[config.mk]
export PLATFORM = sky130hd
export DESIGN_NAME = fifo_wr_arb
export DESIGN_NICKNAME = d
export VERILOG_FILES = /design/src/rtl/fifo_wr_arb.sv
export SDC_FILE = /design/constraint.sdc
export NUM_CORES = 1
export LEC_CHECK = 0
export CAP_MARGIN = 30
export CORE_MARGIN = 2
export CORE_UTILIZATION = 33
export CTS_CLUSTER_DIAMETER = 150
export DETAILED_ROUTE_END_ITERATION = 8
export PLACE_DENSITY = 0.75
export SYNTH_ARGS = -nofsm -noshare
export SYNTH_HDL_FRONTEND = slang
export SYNTH_SLANG_ARGS = --single-unit
[constraint.sdc]
create_clock -name i_clk -period 1.7 [get_ports i_clk]
set_input_delay 0.34 -clock i_clk [delete_from_list [all_inputs] [get_ports i_clk]]
set_output_delay 0.34 -clock i_clk [all_outputs]
set_load 0.005 [all_outputs]
[src/rtl/fifo_wr_arb.sv]
// Round-robin write arbiter: grants one requester at a time a burst of up to
// MAX_BURST beats into a shared FIFO, honouring the FIFO full flag.
module fifo_wr_arb #(
  parameter int WIDTH     = 8,
  parameter int NREQ      = 4,
  parameter int MAX_BURST = 4
) (
  input  logic                    i_clk,
  input  logic                    i_reset_n,
  input  logic [NREQ-1:0]         i_req,
  input  logic [NREQ*WIDTH-1:0]   i_data,
  input  logic                    i_full,
  output logic [NREQ-1:0]         o_gnt,
  output logic [NREQ-1:0]         o_ack,
  output logic                    o_wr_en,
  output logic [WIDTH-1:0]        o_DATA,
  output logic                    o_busy
);

  localparam int CW = $clog2(MAX_BURST + 1);
  localparam int GW = $clog2(NREQ);

  typedef enum logic {
    IDLE  = 1'b0,
    GRANT = 1'b1
  } state_e;

  state_e            state_q, state_d;
  logic [NREQ-1:0]   gnt_q, gnt_d;
  logic [GW-1:0]     idx_q, idx_d;
  logic [GW-1:0]     ptr_q, ptr_d;
  logic [CW-1:0]     cnt_q, cnt_d;

  logic              busy_s;
  logic              req_g_s;
  logic              beat_s;
  logic              found_s;
  logic [GW-1:0]     pick_s;
  logic [WIDTH-1:0]  slice_s [NREQ];

  for (genvar k = 0; k < NREQ; k++) begin : g_slice
    assign slice_s[k] = i_data[k*WIDTH +: WIDTH];
  end

  assign busy_s  = (state_q == GRANT);
  assign req_g_s = |(i_req & gnt_q);
  assign beat_s  = busy_s & req_g_s & ~i_full;

  assign o_gnt   = gnt_q;
  assign o_busy  = busy_s;
  assign o_wr_en = beat_s;
  assign o_ack   = beat_s ? gnt_q : {NREQ{1'b0}};
  assign o_DATA  = busy_s ? slice_s[idx_q] : {WIDTH{1'b0}};

  // Circular first-set search starting at the round-robin pointer.
  always_comb begin
    logic [GW-1:0] k;
    found_s = 1'b0;
    pick_s  = ptr_q;
    k       = ptr_q;
    for (int i = 0; i < NREQ; i++) begin
      k = GW'((int'(ptr_q) + i) % NREQ);
      if (!found_s && i_req[k]) begin
        found_s = 1'b1;
        pick_s  = k;
      end else begin
        found_s = found_s;
      end
    end
  end

  // Next-state logic; a dropped request releases ahead of any full stall.
  always_comb begin
    state_d = state_q;
    gnt_d   = gnt_q;
    idx_d   = idx_q;
    ptr_d   = ptr_q;
    cnt_d   = cnt_q;
    case (state_q)
      IDLE: begin
        if (found_s) begin
          state_d = GRANT;
          gnt_d   = {{(NREQ-1){1'b0}}, 1'b1} << pick_s;
          idx_d   = pick_s;
          cnt_d   = {CW{1'b0}};
        end else begin
          gnt_d   = {NREQ{1'b0}};
        end
      end
      GRANT: begin
        if (beat_s) begin
          cnt_d = cnt_q + CW'(1);
        end else begin
          cnt_d = cnt_q;
        end
        if (!req_g_s || (beat_s && (cnt_q + CW'(1) == CW'(MAX_BURST)))) begin
          state_d = IDLE;
          gnt_d   = {NREQ{1'b0}};
          ptr_d   = (idx_q == GW'(NREQ - 1)) ? {GW{1'b0}} : idx_q + GW'(1);
        end else begin
          state_d = GRANT;
        end
      end
      default: begin
        state_d = IDLE;
        gnt_d   = {NREQ{1'b0}};
      end
    endcase
  end

  // State registers.
  always_ff @(posedge i_clk or negedge i_reset_n) begin
    if (!i_reset_n) begin
      state_q <= IDLE;
      gnt_q   <= {NREQ{1'b0}};
      idx_q   <= {GW{1'b0}};
      ptr_q   <= {GW{1'b0}};
      cnt_q   <= {CW{1'b0}};
    end else begin
      state_q <= state_d;
      gnt_q   <= gnt_d;
      idx_q   <= idx_d;
      ptr_q   <= ptr_d;
      cnt_q   <= cnt_d;
    end
  end

endmodule

==> flow_summary_export.csv, run 1 <==
group,metric,value,unit
yosys,yosysMostFrequentCell,"dfrtp_1",
route,wire_per_inst,16.0,um
global_routing,overflow,0,
route,drc,0,
placement,numPortBuffers,56,
yosys,synth_edf_count,0,
cts,cts.sinks,12,
timing,fmax,496,MHz
die,core-area,0.00273,sq mm
timing,hold_ws,0.396,ns
yosys,syn_inst,86,
setup_path,arrival,1.67,ns
cts,htreeDepth,1,
power,irDropWorstVdd,0.000991,V
setup_path,start_kind,"flop",
cts,hold_buffers,0,
timing,maxSlewViolCount,0,
route,drt_iter0_drc,25,
cts,clkTransAtPathRegs,0.09,ns
yosys,synthFlopType,"dfrtp_1",
timing,layout_setup_ws,-0.315,ns
timing,setup_tns,-2.84,ns
die,std_cell_rows,19,
global_routing,grt_max_degree,13,
yosys,synth_compound_area_frac,0.172,
setup_path,crit_type,"reg -> out",
power,swShare,0.344,
setup_path,startpoint,"idx_q[0]",
die,die_w,57.3,um
setup_path,r2r-start,"cnt_q[0]",
power,p_clk_frac,0.092,
cts,clkLatencyLatePin,0.28,ns
run_status,status,"finished with violations",
yosys,syn_avg_cell_area,10.9,sq um
hold_path,holdCritPathClass,"in -> async",
setup_path,critPathMaxStageDelay,0.49,ns
power,power,2.60,mW
yosys,yosys.area_share.adder,0.0401,
cts,clockBufferDepth,2,
yosys,synthMuxAreaShare,0.227,
yosys,yosys_warnings,0,
timing,hold_violations,0,
global_routing,track_usage,0.208,
layout,final_area,0.00185,sq mm
setup_path,crit_path_end_kind,"primary output",
layout,antenna_cells,0,
yosys,synthTopCellsByArea,"dfrtp_1 (32%), mux4_2 (19%), and2_1 (5.3%)",
yosys,synth-simple-area-share,0.204,
yosys,yosysTopAreaCell,"dfrtp_1",
route,num_vias,1066,
layout,fin_nets,220,
yosys,synth_seq_area_share,0.320,
placement,dpl-instance-area,0.00167,sq mm
power,p_comb_frac,0.705,
job,cap_violations,0,
timing,setup_viol,12,
power,intPower,1.71,mW
die,die_h,57.3,um
timing,min_period,2.01,ns
cts,root_buffer,"clkbuf_4",
power,power.switching,0.895,mW
setup_path,crit_slowest_cell,"mux4_2",
yosys,synth-xor-area-share,0.00935,
run_status,violations,"negative setup slack",
die,io_pins,57,
power,powerDensity,1400,mW/mm^2
yosys,synth.distinct_cells,32,
setup_path,crit_fanout,7,
cts,cts_buffers,3,
yosys,synth_top_cell_area_share,0.320,
global_routing,grt_pass1_vias,1135,
timing,skew,0.00567,ns
yosys,yosys-top-cells-count,"dfrtp_1 (12), and2_1 (8), mux4_2 (8), nand2_1 (8), o31ai_1 (5)",
route,drtAntennaViolNets,0,
yosys,netlist_area,937,sq um
layout,drive_above_1_share,0.452,
power,pwr-share-seq,0.203,
die,initial_core_util,0.343,
cts,cts_tree,"done",
placement,gp_congestion,0.817,
route,dr.pass1.iters,4,
timing,rsz0062_at_grt,"yes",
setup_path,required,1.36,ns
timing,worst_pin_slew,0.529,ns
timing,final.period_utilization,1.19,
yosys,ys_seq_elements,12,
yosys,synth-async-reset-ratio,1.00,
global_routing,grt_first_pass_wirelength,5170,um
global_routing,antenna_found_initial,0,
power,power.leakage,0.836,nW
die,die_area,0.00328,sq mm
route,routed_via_density,5.13,
route,routed_wl,3340,um
timing,maxSlewHeadroom,0.646,
layout,postLayoutCoreUtil,0.678,
setup_path,cp_cell_sequence,"buf_12 -> buf_4 -> mux4_2 -> and2_1 -> buf_2",
layout,area_growth,97.7,%
placement,dp_hpwl,2430,um
yosys,synthesis.nets,128,
yosys,synth_top_family_by_area,"multiplexers",
[worst max-delay path, delay by kind of cell, from the launching register on]
| family | cells | cell delay, ns |
|---|---|---|
| buffers and inverters | 3 | 0.36 |
| AND/OR/NAND/NOR | 1 | 0.15 |
| flip-flops | 1 | 0.40 |
| multiplexers | 1 | 0.49 |
[registers in the layout (all words and copies together), names as in the netlist]
register,count
o_gnt,4
o_busy,1
ptr_q,2
idx_q,2
cnt_q,3
[routing by layer]
metal | share of wire | vias up | GRT usage
met1 | 0.39 | 510 | 0.241
met2 | 0.53 | 46 | 0.384
li1 | - | 506 | -
met3 | 0.075 | 4 | 0.0454
met4 | 0.0087 | 0 | 0.0598
met5 | 0 | - | 0
[cell type report]
type,count,area (sq um)
well taps,31,38.8
repair buffers,91,822
inverters,2,7.51
multi-input cells,68,648
flip-flops and latches,12,300
fillers,213,881
clock buffers,4,36.3
[cell usage in the layout, fill, tap and decap left out, types with 2 or more instances in the layout]
cell             count
clkdlybuf4s50_1     37
buf_4               31
dfrtp_1             12
buf_6               10
and2_4               8
mux4_2               8
nand2_1              8
buf_2                6
o31ai_1              5
dlygate4sd2_1        5
and2_1               4
o21ai_0              4
nor2b_1              3
clkbuf_4             3
a22oi_2              2
inv_1                2
nor2_1               2
or2_2                2
a32o_1               2
mux2_2               2
ha_1                 2
[kinds of logic after synthesis]
family,after synthesis
flip-flops,12
AO/OA/AOI/OAI,20
buffers and inverters,6
XOR/XNOR,1
multiplexers,11
AND/OR/NAND/NOR,33
adder cells (fa/ha/maj),3
[stage by stage]
step | worst slack (ns) | cells
3_5_place_dp | -0.690 | 188
6_report | -0.315 | 208
3_3_place_gp | -0.672 | 188
4_1_cts | -0.325 | 203
2_1_floorplan | 0.0970 | 86
5_1_grt | -0.381 | 208
[what timing repair did]
action / 4_1_cts / 5_1_grt
endpoints found under the setup margin: 13 / 15
gates resized for setup: 71 / 11
pin swaps: 15 / 2
setup buffers: 11 / 7
gates cloned: 0 / 0
[worst paths after layout]
kind / cells after the start / to / slack [ns]
min reg2reg: 2 / cnt_q[1] / 0.54
max reg2reg: 6 / ptr_q[1] / 0.04
min in group i_clk: 2 / cnt_q[1] / 0.54
max in group asynchronous: 1 / o_gnt[0] / 0.95
max: 5 / o_DATA[2] / -0.31
min: 1 / ptr_q[0] / 0.40
[power groups by stage]
stage                     Clock [mW]  Combinational, mW  Sequential, mW
after floorplan                    0              0.764           0.489
after global placement             0               1.50           0.518
after detailed placement           0               1.54           0.524
after CTS                      0.241               1.64           0.524
after global routing           0.258               1.98           0.543
final                          0.240               1.83           0.528
(Power assumes the default switching activity.)
==> inputs of run 2 (changes only) <==
--- a/config.mk
+++ b/config.mk
@@ -10,7 +10,9 @@
 export CORE_UTILIZATION = 33
 export CTS_CLUSTER_DIAMETER = 150
 export DETAILED_ROUTE_END_ITERATION = 8
+export MAX_ROUTING_LAYER = met4
 export PLACE_DENSITY = 0.75
 export SYNTH_ARGS = -nofsm -noshare
 export SYNTH_HDL_FRONTEND = slang
 export SYNTH_SLANG_ARGS = --single-unit
+export TNS_END_PERCENT = 5
==> constraint.sdc (replaced) <==
create_clock -name i_clk -period 1.7 [get_ports i_clk]
set_input_delay 0.17 -clock i_clk [delete_from_list [all_inputs] [get_ports i_clk]]
set_output_delay 0.17 -clock i_clk [all_outputs]
set_load 0.005 [all_outputs]
==> run 2 against run 1 <==
The run still ends with negative setup slack left. Core utilization decreased by 4.5 points. Largest cell class unchanged. Largest power group unchanged. Non-clock buffer count fell by 14. Via count is 6.4% lower. Critical endpoint is now o_DATA[3]. Critical path type unchanged. Die area unchanged.
==> flow_summary_export.csv, run 2 (same netlist as run 1, synthesis figures left out) <==
group,metric,value,unit
run_status,status,"finished with violations",
run_status,violations,"negative setup slack",
layout,fin_nets,206,
layout,area_growth,84.5,%
cts,htreeDepth,1,
placement,place_ws,-0.370,ns
route,routed_wl,3010,um
timing,layout_setup_ws,-0.107,ns
route,wire_per_inst,15.5,um
cts,root_buffer,"clkbuf_4",
timing,min_period,1.81,ns
power,powerDensity,1340,mW/mm^2
cts,clockBufferDepth,2,
die,std_cell_rows,19,
timing,setup_viol,8,
global_routing,overflow,0,
cts,clkTransAtPathRegs,0.08,ns
layout,final_common_cell,"clkdlybuf4s50_1",
global_routing,grt_first_pass_wirelength,4860,um
setup_path,arrival,1.64,ns
power,intPower,1.51,mW
global_routing,grt_pass1_vias,1080,
timing,maxSlewHeadroom,0.627,
layout,drive_above_1_share,0.368,
route,drt_iter0_drc,11,
cts,cts_tree,"done",
setup_path,start_kind,"flop",
power,p_clk_frac,0.100,
setup_path,worstRegToRegCells,6,
timing,fmax,553,MHz
die,io_pins,57,
hold_path,holdCritPathClass,"in -> async",
timing,hold_violations,0,
route,routed_via_density,5.14,
setup_path,reg2reg_slack,0.04,ns
die,core-area,0.00273,sq mm
timing,worst_pin_slew,0.557,ns
timing,setup_tns,-0.426,ns
placement,numPortBuffers,56,
layout,layout_common_cells,"clkdlybuf4s50_1 (39), buf_4 (17), dfrtp_1 (12)",
die,die_h,57.3,um
setup_path,required,1.53,ns
route,drtAntennaViolNets,0,
cts,clkLatencyLatePin,0.28,ns
power,irDropWorstVdd,0.000867,V
setup_path,crit_fanout,4,
power,pwr-share-seq,0.224,
die,die_w,57.3,um
layout,instances_no_fill,194,
cts,cts.sinks,12,
timing,hold_ws,0.239,ns
setup_path,crit_path_end_kind,"primary output",
placement,dp.cells,185,
route,dr.pass1.iters,3,
timing,skew,0.0120,ns
die,die_area,0.00328,sq mm
timing,maxSlewViolCount,0,
timing,rsz0062_at_grt,"yes",
power,power.switching,0.809,mW
placement,dpl-instance-area,0.00165,sq mm
route,drc,0,
global_routing,grt_max_degree,13,
die,initial_core_util,0.343,
job,cap_violations,0,
cts,cts_buffers,3,
layout,fillers,242,
layout,postLayoutCoreUtil,0.632,
setup_path,crit_type,"reg -> out",
power,p_comb_frac,0.676,
setup_path,r2r_end,"ptr_q[1]",
layout,final_area,0.00173,sq mm
placement,gp_congestion,0.825,
layout,antenna_cells,0,
power,power,2.32,mW
route,num_vias,998,
global_routing,track_usage,0.199,
global_routing,antenna_found_initial,0,
timing,final.period_utilization,1.06,
setup_path,r2r-start,"cnt_q[0]",
layout,largest_reg_flops,4,
power,swShare,0.349,
placement,dp_hpwl,2390,um
power,power.leakage,0.765,nW
==> run 2: cell types whose count changed in the layout (fill, tap and decap cells not counted), moves of 2 or more <==
cell             change
buf_6                -5
clkbuf_2             +7
clkdlybuf4s50_1      +2
buf_2                -5
buf_4               -14
==> run 2: area by class of cell <==
cell class                      instances  area [sq um]  share of cell area
Sequential cell                        12           300               0.174
Multi-Input combinational cell         68           634               0.367
Timing Repair Buffer                   77           712               0.412
Clock buffer                            4          36.3              0.0210
Tap cell                               31          38.8              0.0224
Inverter                                2          7.51             0.00434
==> run 2: power groups by stage <==
stage | logic [mW] | clock network, mW | registers [mW]
4_1_cts | 1.59 | 0.235 | 0.515
5_1_grt | 1.71 | 0.251 | 0.539
2_1_floorplan | 0.764 | 0 | 0.489
3_5_place_dp | 1.49 | 0 | 0.523
3_3_place_gp | 1.45 | 0 | 0.515
6_report | 1.57 | 0.231 | 0.518
==> run 2: worst max-delay path by stage <==
stage,start,to
global route,idx_q[0],o_DATA[3]
finish,idx_q[0],o_DATA[3]
floorplan,cnt_q[0],ptr_q[1]
global placement,i_req[2],o_wr_en
detailed placement,i_req[2],o_ack[3]
CTS,idx_q[0],o_DATA[6]
==> run 2: timing repair <==
item,4_1_cts,5_1_grt
setup endpoints to repair,13,14
pin swaps,6,9
cloned,1,0
gates resized for setup,29,28
hold buffers,0,0
setup buffers,4,1
==> run 2: per-layer routing <==
layer,up-vias,global-route usage,wire length [um]
met5,-,-,0
met4,0,0.0598,42
met3,5,0.0567,282
met2,43,0.363,1500
met1,469,0.207,1180
li1,481,-,-
==> run 2: worst max-delay path: stages (launching register included) <==
cell      delay, ns
dfrtp_1        0.38
buf_6          0.12
buf_16         0.10
mux4_2         0.49
and2_4         0.15
clkbuf_2       0.11
